===== src/rtl/fetch_pc_unit_pkg.sv =====
// rtl/fetch_pc_unit_pkg.sv - shared types and constants for the fetch PC unit
package fetch_pc_unit_pkg;

  localparam logic [31:0] PC_INCR = 32'd4;

  typedef struct packed {
    logic [31:0] pc;
    logic        pred_taken;
    logic [31:0] pred_target;
  } track_entry_t;

  typedef enum logic [1:0] {
    ST_BOOT  = 2'd0,
    ST_RUN   = 2'd1,
    ST_HOLD  = 2'd2,
    ST_REDIR = 2'd3
  } fetch_state_t;

endpackage


===== src/rtl/fetch_track_fifo.sv =====
// rtl/fetch_track_fifo.sv - in-flight fetch tracking FIFO with flush clear
module fetch_track_fifo
  import fetch_pc_unit_pkg::*;
#(
  parameter int DEPTH = 4,
  parameter int CW    = $clog2(DEPTH) + 1
) (
  input  logic          clk,
  input  logic          rst_n,
  input  logic          clear,
  input  logic          push,
  input  track_entry_t  push_data,
  input  logic          pop,
  output track_entry_t  head,
  output logic [CW-1:0] count,
  output logic          full,
  output logic          empty
);

  localparam int AW = $clog2(DEPTH);

  track_entry_t  mem [DEPTH];
  logic [AW-1:0] rd_ptr;
  logic [AW-1:0] wr_ptr;
  logic          do_push;
  logic          do_pop;

  assign full    = (count == CW'(DEPTH));
  assign empty   = (count == '0);
  assign head    = mem[rd_ptr];
  assign do_pop  = pop && !empty;
  // A pop frees the slot in the same cycle, so push is legal at full when paired with a pop.
  assign do_push = push && (!full || do_pop);

  always_ff @(posedge clk) begin
    if (do_push) mem[wr_ptr] <= push_data;
  end

  always_ff @(posedge clk) begin
    if (!rst_n || clear) begin
      rd_ptr <= '0;
      wr_ptr <= '0;
      count  <= '0;
    end else begin
      if (do_push) wr_ptr <= wr_ptr + AW'(1);
      if (do_pop)  rd_ptr <= rd_ptr + AW'(1);
      count <= count + CW'(do_push) - CW'(do_pop);
    end
  end

endmodule


===== src/rtl/fetch_pc_unit.sv =====
// rtl/fetch_pc_unit.sv - fetch PC sequencer with branch prediction tracking and redirect
module fetch_pc_unit
  import fetch_pc_unit_pkg::*;
#(
  parameter logic [31:0] RESET_PC = 32'h0000_0000,
  parameter int          DEPTH    = 4
) (
  input  logic        clk,
  input  logic        rst_n,
  input  logic        stall,
  input  logic [31:0] pred_addr,
  input  logic        pred_valid,
  input  logic        x_valid,
  input  logic        x_is_branch,
  input  logic        x_taken,
  input  logic [31:0] x_target,
  output logic [31:0] f_pc,
  output logic        f_valid,
  output logic        flush,
  output logic [15:0] mispredict_cnt
);

  localparam int CW = $clog2(DEPTH) + 1;

  fetch_state_t  state, state_nxt;
  track_entry_t  head, push_entry;
  logic [CW-1:0] fifo_count, count_nxt;
  logic          fifo_full, fifo_empty;
  logic          push, pop, mispredict, blocked;
  logic [31:0]   redirect_pc;

  assign pop        = x_valid && !fifo_empty;
  assign mispredict = pop && ((x_is_branch && (x_taken != head.pred_taken)) ||
                              (x_taken && (x_target != head.pred_target)) ||
                              (!x_is_branch && head.pred_taken));
  assign redirect_pc = x_taken ? x_target : head.pc + PC_INCR;
  assign push        = f_valid && !stall && !mispredict;
  assign push_entry  = '{pc: f_pc, pred_taken: pred_valid, pred_target: pred_addr};
  // Look at occupancy after this edge so a pop releases fetch on the very next cycle.
  assign count_nxt   = fifo_count + CW'(push) - CW'(pop);
  assign blocked     = stall || (count_nxt == CW'(DEPTH));

  always_comb begin
    state_nxt = state;
    f_valid   = 1'b0;
    flush     = 1'b0;
    case (state)
      ST_BOOT: state_nxt = ST_RUN;
      ST_RUN: begin
        f_valid = !fifo_full;
        if (mispredict)   state_nxt = ST_REDIR;
        else if (blocked) state_nxt = ST_HOLD;
      end
      ST_HOLD: begin
        if (mispredict)    state_nxt = ST_REDIR;
        else if (!blocked) state_nxt = ST_RUN;
      end
      ST_REDIR: begin
        flush     = 1'b1;
        state_nxt = ST_RUN;
      end
      default: state_nxt = ST_BOOT;
    endcase
  end

  always_ff @(posedge clk) begin
    if (!rst_n) begin
      state          <= ST_BOOT;
      f_pc           <= RESET_PC;
      mispredict_cnt <= '0;
    end else begin
      state <= state_nxt;
      if (mispredict)  f_pc <= redirect_pc;
      else if (push)   f_pc <= pred_valid ? pred_addr : f_pc + PC_INCR;
      if (mispredict && (mispredict_cnt != 16'hFFFF))
        mispredict_cnt <= mispredict_cnt + 16'd1;
    end
  end

  fetch_track_fifo #(
    .DEPTH (DEPTH),
    .CW    (CW)
  ) u_fifo (
    .clk       (clk),
    .rst_n     (rst_n),
    .clear     (mispredict),
    .push      (push),
    .push_data (push_entry),
    .pop       (pop),
    .head      (head),
    .count     (fifo_count),
    .full      (fifo_full),
    .empty     (fifo_empty)
  );

endmodule


===== config.mk =====
export PLATFORM = sky130hd
export DESIGN_NAME = fetch_pc_unit
export DESIGN_NICKNAME = d
export VERILOG_FILES = /design/src/rtl/fetch_pc_unit_pkg.sv /design/src/rtl/fetch_track_fifo.sv /design/src/rtl/fetch_pc_unit.sv
export SDC_FILE = /design/constraint.sdc
export NUM_CORES = 1
export LEC_CHECK = 0
export CORE_AREA = 10 10 188 190
export DETAILED_ROUTE_END_ITERATION = 7
export DIE_AREA = 0 0 198 200
export GPL_ROUTABILITY_DRIVEN = 0
export GPL_TIMING_DRIVEN = 0
export HOLD_SLACK_MARGIN = 0.02
export PLACE_DENSITY = 0.65
export SYNTH_ARGS = -nofsm -noshare
export SYNTH_HDL_FRONTEND = slang
export SYNTH_HIERARCHICAL = 1
export SYNTH_SLANG_ARGS = --single-unit

===== constraint.sdc =====
create_clock -name clk -period 7.5 [get_ports clk]
set_input_delay 1.125 -clock clk [delete_from_list [all_inputs] [get_ports clk]]
set_output_delay 1.125 -clock clk [all_outputs]
set_load 0.03 [all_outputs]

* After elaboration in Yosys (flattened, before gate mapping) *
Memory sizes are Yosys's and may differ from the RTL's. A register that Yosys moved wholly into a read port is not among the register bits.
Cells that the tools add are included.

storage, ports and cells
  logic and storage cells = 67
  register bits after elaboration = 57
  input bits = 71
  memory bits (writable) = 260
  memories kept = 1

cells by class
  $add $sub $neg = 9
  eq/ne operators = 10
  reduce and logical (&&, ||, !) cells = 26
  muxes and demuxes = 15

memory list
  memory      depth  width  read ports  clocked after Yosys merged registers in  wr ports  line                    text
  u_fifo.mem  4      65     1           1                                        1         fetch_track_fifo.sv:22  track_entry_t mem [DEPTH];

operators with widths
  kind                                                             number
  32-bit 2-to-1 mux                                                4
  32-bit by 3-bit adder with 32-bit output, second input constant  2
  32-bit inequality test                                           1
  16-bit by 1-bit adder with 16-bit output, second input constant  1
  16-bit inequality test, second input constant                    1
  2-bit 2-to-1 mux                                                 6
  1-bit logical AND                                                10
  3-bit by 1-bit adder with 3-bit output                           2
  3-bit == test, second input constant                             2
  1-bit logical NOT                                                6
  3-bit inequality test, second input constant                     2
  2-bit one-hot mux with 3 select lines                            1
  3-bit by 1-bit subtractor with 3-bit output                      2
  1-bit logical OR                                                 5
  2-bit by 1-bit adder with 2-bit output, second input constant    2
  2-bit == test, second input constant                             2
  1-bit 2-to-1 mux                                                 4
  3-bit logical NOT                                                1
  2-bit by 1-bit == test with 1-bit output, second input constant  1
  2-bit logical NOT                                                1
  2-bit AND reduction                                              1
  2-bit nonzero test                                               1
  2-bit OR reduction                                               1
  1-bit inequality test                                            1

* Depth between registers and ports, before layout *
  depth after elaboration = 14
  depth in mapped cells = 19
  gate-level depth less buffers = 16

* Cells and area by module *
The synthesis kept the hierarchy.

modules (own cells, without submodules)
  module            times used  cells each  area each (um^2)  sequential area each (um^2)
  fetch_track_fifo  1           389         9814.4            7987.7
  fetch_pc_unit     1           647         4543.1            1001.0

* Worst setup path before layout *
No wires, ideal clock.

  path type = reg2reg
  start = reg with a tool-made name
  end = mem u_fifo/mem[0][0] in the netlist's numbering (enable)
  arrival time = 4.841 ns
  slack = 2.229 ns
  buffers on the path = 4
  data required time = 7.070 ns
  stages on the path, launching flop included = 14
  path through = dfxtp_1 -> buf_2 -> buf_2 -> mux4_2 -> xnor2_1 -> nand4_1 -> nor4_2 -> a21oi_1 -> nor2_4 -> clkbuf_1 -> nand2_1 -> inv_1 -> buf_1 -> and3_1

RTL lines
  element           line
  end: declaration  fetch_track_fifo.sv:22

==> metrics.txt <==
# TYPE chip_impl_metric gauge
chip_impl_info{name="status",value="finished, final reports clean"} 1
chip_impl_metric{name="cts.reportedPaths.clkPinSlew",unit="ns"} 0.06
chip_impl_metric{name="cts_setup_buffers",unit=""} 0
chip_impl_metric{name="start_util",unit=""} 0.457
chip_impl_metric{name="cts_repair_resize_count",unit=""} 0
chip_impl_metric{name="sequential_cell_area",unit="um2"} 8990
chip_impl_metric{name="maxClockFrequency",unit="GHz"} 0.152
chip_impl_metric{name="post-layout-total-power",unit="mW"} 5.67
chip_impl_metric{name="area_of_the_multi_input_gates",unit="um2"} 5030
chip_impl_metric{name="vias",unit=""} 9848
chip_impl_metric{name="timing.reg2reg.worst_path_depth",unit=""} 19
chip_impl_metric{name="drv.max_cap_violation_count",unit=""} 0
chip_impl_info{name="ys_top_cells_by_count",value="edfxtp_1 (260), nand2_1 (79), nor2_1 (68)"} 1
chip_impl_metric{name="firstDrtPassIters",unit=""} 6
chip_impl_metric{name="drt_wl_total",unit="um"} 40800
chip_impl_metric{name="preCtsSetupSlack",unit="ns"} 0.986
chip_impl_metric{name="grt_first_pass_wirelength",unit="um"} 61300
chip_impl_metric{name="synthDominantCellAreaShare",unit=""} 0.544
chip_impl_metric{name="synthesis.instances",unit=""} 1036
chip_impl_metric{name="skew",unit="ns"} 0.0156
chip_impl_metric{name="synth_enable_flop_cells",unit=""} 260
chip_impl_info{name="synthFlopType",value="edfxtp_1"} 1
chip_impl_metric{name="grt_start_max_net_pins",unit=""} 52
chip_impl_metric{name="postSynthAreaPerCell",unit="um2"} 13.9
chip_impl_metric{name="static_leakage_power",unit="nW"} 5.40
chip_impl_metric{name="finalHoldViolCount",unit=""} 0
chip_impl_metric{name="syn-cell-area",unit="um2"} 14400
chip_impl_metric{name="slew-limit-headroom",unit=""} 0.370
chip_impl_info{name="critical_path_class",value="flop to flop"} 1
chip_impl_metric{name="timing.hold.ws",unit="ns"} 0.480
chip_impl_metric{name="cts_htree_levels",unit=""} 2
chip_impl_metric{name="clk-insertion-delay-late",unit="ns"} 0.53
chip_impl_metric{name="die_area",unit="um2"} 39600
chip_impl_metric{name="placement_stage_cell_area",unit="um2"} 16200
chip_impl_metric{name="timing.final.crit_share",unit=""} 0.876
chip_impl_info{name="cp-end-kind",value="flop"} 1
chip_impl_metric{name="syn_to_final_growth",unit="%"} 20.8
chip_impl_metric{name="timing.critical_path.fanout_max",unit=""} 10
chip_impl_metric{name="antenna_found_initial",unit=""} 0
chip_impl_metric{name="hold_depth",unit=""} 2
chip_impl_metric{name="drt-vias-per-instance",unit=""} 6.05
chip_impl_metric{name="timing_max_transition_violations_final",unit=""} 0
chip_impl_info{name="cts_root_buffer",value="clkbuf_16"} 1
chip_impl_info{name="clock_tree_from_tritoncts",value="done"} 1
chip_impl_metric{name="worst_ir_drop_vdd",unit="V"} 0.000158
chip_impl_metric{name="drive_above_1_share",unit=""} 0.126
chip_impl_metric{name="gr-total-overflow",unit=""} 0
chip_impl_metric{name="num_rows",unit=""} 65
chip_impl_metric{name="dpl.hpwl",unit="um"} 28900
chip_impl_metric{name="ctsLongestPathBuffers",unit=""} 3
chip_impl_metric{name="first_global_vias",unit=""} 9717
chip_impl_info{name="startpoint_type",value="flop"} 1
chip_impl_metric{name="synth_async_sr_flop_share",unit=""} 0
chip_impl_metric{name="die_height",unit="um"} 200
chip_impl_metric{name="die_x",unit="um"} 198
chip_impl_info{name="cell_with_the_most_instances_after_synthesis",value="edfxtp_1"} 1
chip_impl_metric{name="fill_cells",unit=""} 2590
chip_impl_metric{name="detail_route.iter0.violations",unit=""} 1222
chip_impl_metric{name="postLayoutCellArea",unit="um2"} 17300
chip_impl_metric{name="finalSetupViolations",unit=""} 0
chip_impl_metric{name="critical_path_arrival",unit="ns"} 6.97
chip_impl_info{name="rsz0062_at_grt",value="false"} 1
chip_impl_metric{name="wl_per_cell",unit="um"} 25.1
chip_impl_metric{name="cellPowerDensity",unit="nW/um2"} 327
chip_impl_metric{name="clkSinkCount",unit=""} 319
chip_impl_info{name="ys_top_cells_by_area",value="edfxtp_1 (54%), mux4_2 (10%), dfxtp_1 (8.2%)"} 1
chip_impl_metric{name="worstPathRequired",unit="ns"} 7.90
chip_impl_metric{name="synth_sequential_area_ratio",unit=""} 0.626
chip_impl_metric{name="postRouteAntennaNets",unit=""} 0
chip_impl_metric{name="synth.net_count",unit=""} 1119
chip_impl_metric{name="numCtsBuffers",unit=""} 36
chip_impl_metric{name="unique_cell_type_count_in_the_yosys_netlist",unit=""} 67
chip_impl_metric{name="yosys_warnings",unit=""} 6
chip_impl_info{name="largest_area_contributor_in_the_synthesized_netlist",value="edfxtp_1"} 1
chip_impl_metric{name="core_area",unit="um2"} 31400
chip_impl_info{name="type_of_the_worst_min_delay_path",value="flop to flop"} 1
chip_impl_metric{name="setup_ws",unit="ns"} 0.928
chip_impl_metric{name="drc",unit=""} 0
chip_impl_metric{name="ff_latch_count_synth",unit=""} 319
chip_impl_metric{name="top_level_ports",unit=""} 121
chip_impl_metric{name="grt_use_total",unit=""} 0.206
chip_impl_metric{name="post_layout_minimum_cycle_time",unit="ns"} 6.57
chip_impl_metric{name="hold_buffers",unit=""} 0
chip_impl_metric{name="numPortBuffers",unit=""} 120
chip_impl_metric{name="design.final.nets",unit=""} 1281
chip_impl_metric{name="max_slew.worst_pin.slew",unit="ns"} 0.945
-- cells by family (layout without fill, tap and decap cells) --
kind of cell / after synthesis / count (layout) / share of synthesized area
and+or+nand+nor: 301 / 301 / 0.106
buffers and inverters: 80 / 268 / 0.0253
DFF: 319 / 319 / 0.626
adders and majority gates: 12 / 12 / 0.0115
muxes: 75 / 75 / 0.109
AOI/OAI and AO/OA: 174 / 174 / 0.0769
other: 0 / 2 / 0
xor gates and xnor gates: 75 / 75 / 0.0458
-- power breakdown --
part / leakage, nW / switching, mW / total (mW) / internal [mW]
sequential: 2.86 / 0.221 / 2.45 / 2.23
combinational: 2.00 / 0.908 / 1.51 / 0.601
clock: 0.547 / 0.696 / 1.71 / 1.01
total: 5.40 / 1.83 / 5.67 / 3.84
-- critical path: stages, from the launching register on --
cell	delay [ns]
dfxtp_1	0.36
clkbuf_1	0.72
buf_1	0.60
mux4_2	0.42
xnor2_1	0.35
nand4_1	0.19
nor4_2	0.57
a21oi_1	0.38
nor2_4	0.41
clkbuf_1	0.61
nand2_1	0.20
inv_1	0.09
buf_1	0.32
or2_2	0.22
nand2_1	0.06
ha_1	0.18
fa_1	0.38
xnor2_1	0.18
xnor2_1	0.13
nor2_1	0.05
-- cells in the final DEF, fill, tap and decap left out, types with 6 or more instances in the layout --
cell type	count
clkbuf_16	37
nand2_1	79
nand3_1	36
inv_1	23
or3_1	8
a21oi_1	49
ha_1	10
nand2b_1	12
o22ai_1	8
xor2_1	23
mux4_2	65
nor3_1	20
clkdlybuf4s50_1	120
o41ai_1	6
edfxtp_1	260
mux2i_1	9
nor4_1	7
nand4_1	27
and3_1	7
nor2_1	68
dfxtp_1	59
clkinv_1	10
clkbuf_1	36
a211oi_1	8
xnor2_1	52
o21ai_0	48
buf_2	11
-- layer usage --
metal  vias up  track usage  wire (um)
met3       110       0.0365       3540
met1      4838        0.277      16500
met4         0       0.0763       1480
li1       4345            -          -
met2       555        0.328      19300
met5         -            0          0
-- final timing paths --
check,from,to,slack (ns)
setup / recovery,flop,u_fifo/count[2],0.93
hold / removal,mispredict_cnt[9],mispredict_cnt[9],0.48
setup reg to reg,flop,u_fifo/count[2],0.93
hold reg to reg,mispredict_cnt[9],mispredict_cnt[9],0.48
-- final cells by class --
type / count / area share
multi-input combinational: 637 / 0.290
buffer: 55 / 0.0155
clock inverter: 22 / 0.0115
tap: 402 / 0.0290
sequential: 319 / 0.518
inverter: 25 / 0.00541
clock buffer: 42 / 0.0545
timing repair buffer: 124 / 0.0756
antenna: 2 / 0.000289
-- through the flow --
step | cells | utilization | TNS (ns)
after floorplan | 1036 | - | 0
after global placement | 1558 | 0.512 | -228.43
after detailed placement | 1562 | 0.516 | 0
after CTS | 1626 | 0.552 | 0
after global routing | 1626 | 0.552 | 0
final | 1628 | 0.552 | 0
-- registers in the layout, indices dropped and copies added, names as in the netlist, named ones only --
signal / flops
f_pc: 32
mispredict_cnt: 16
state: 2
u_fifo/count: 3
u_fifo/mem: 260
u_fifo/rd_ptr: 2
u_fifo/wr_ptr: 2
(Power assumes the default switching activity.)
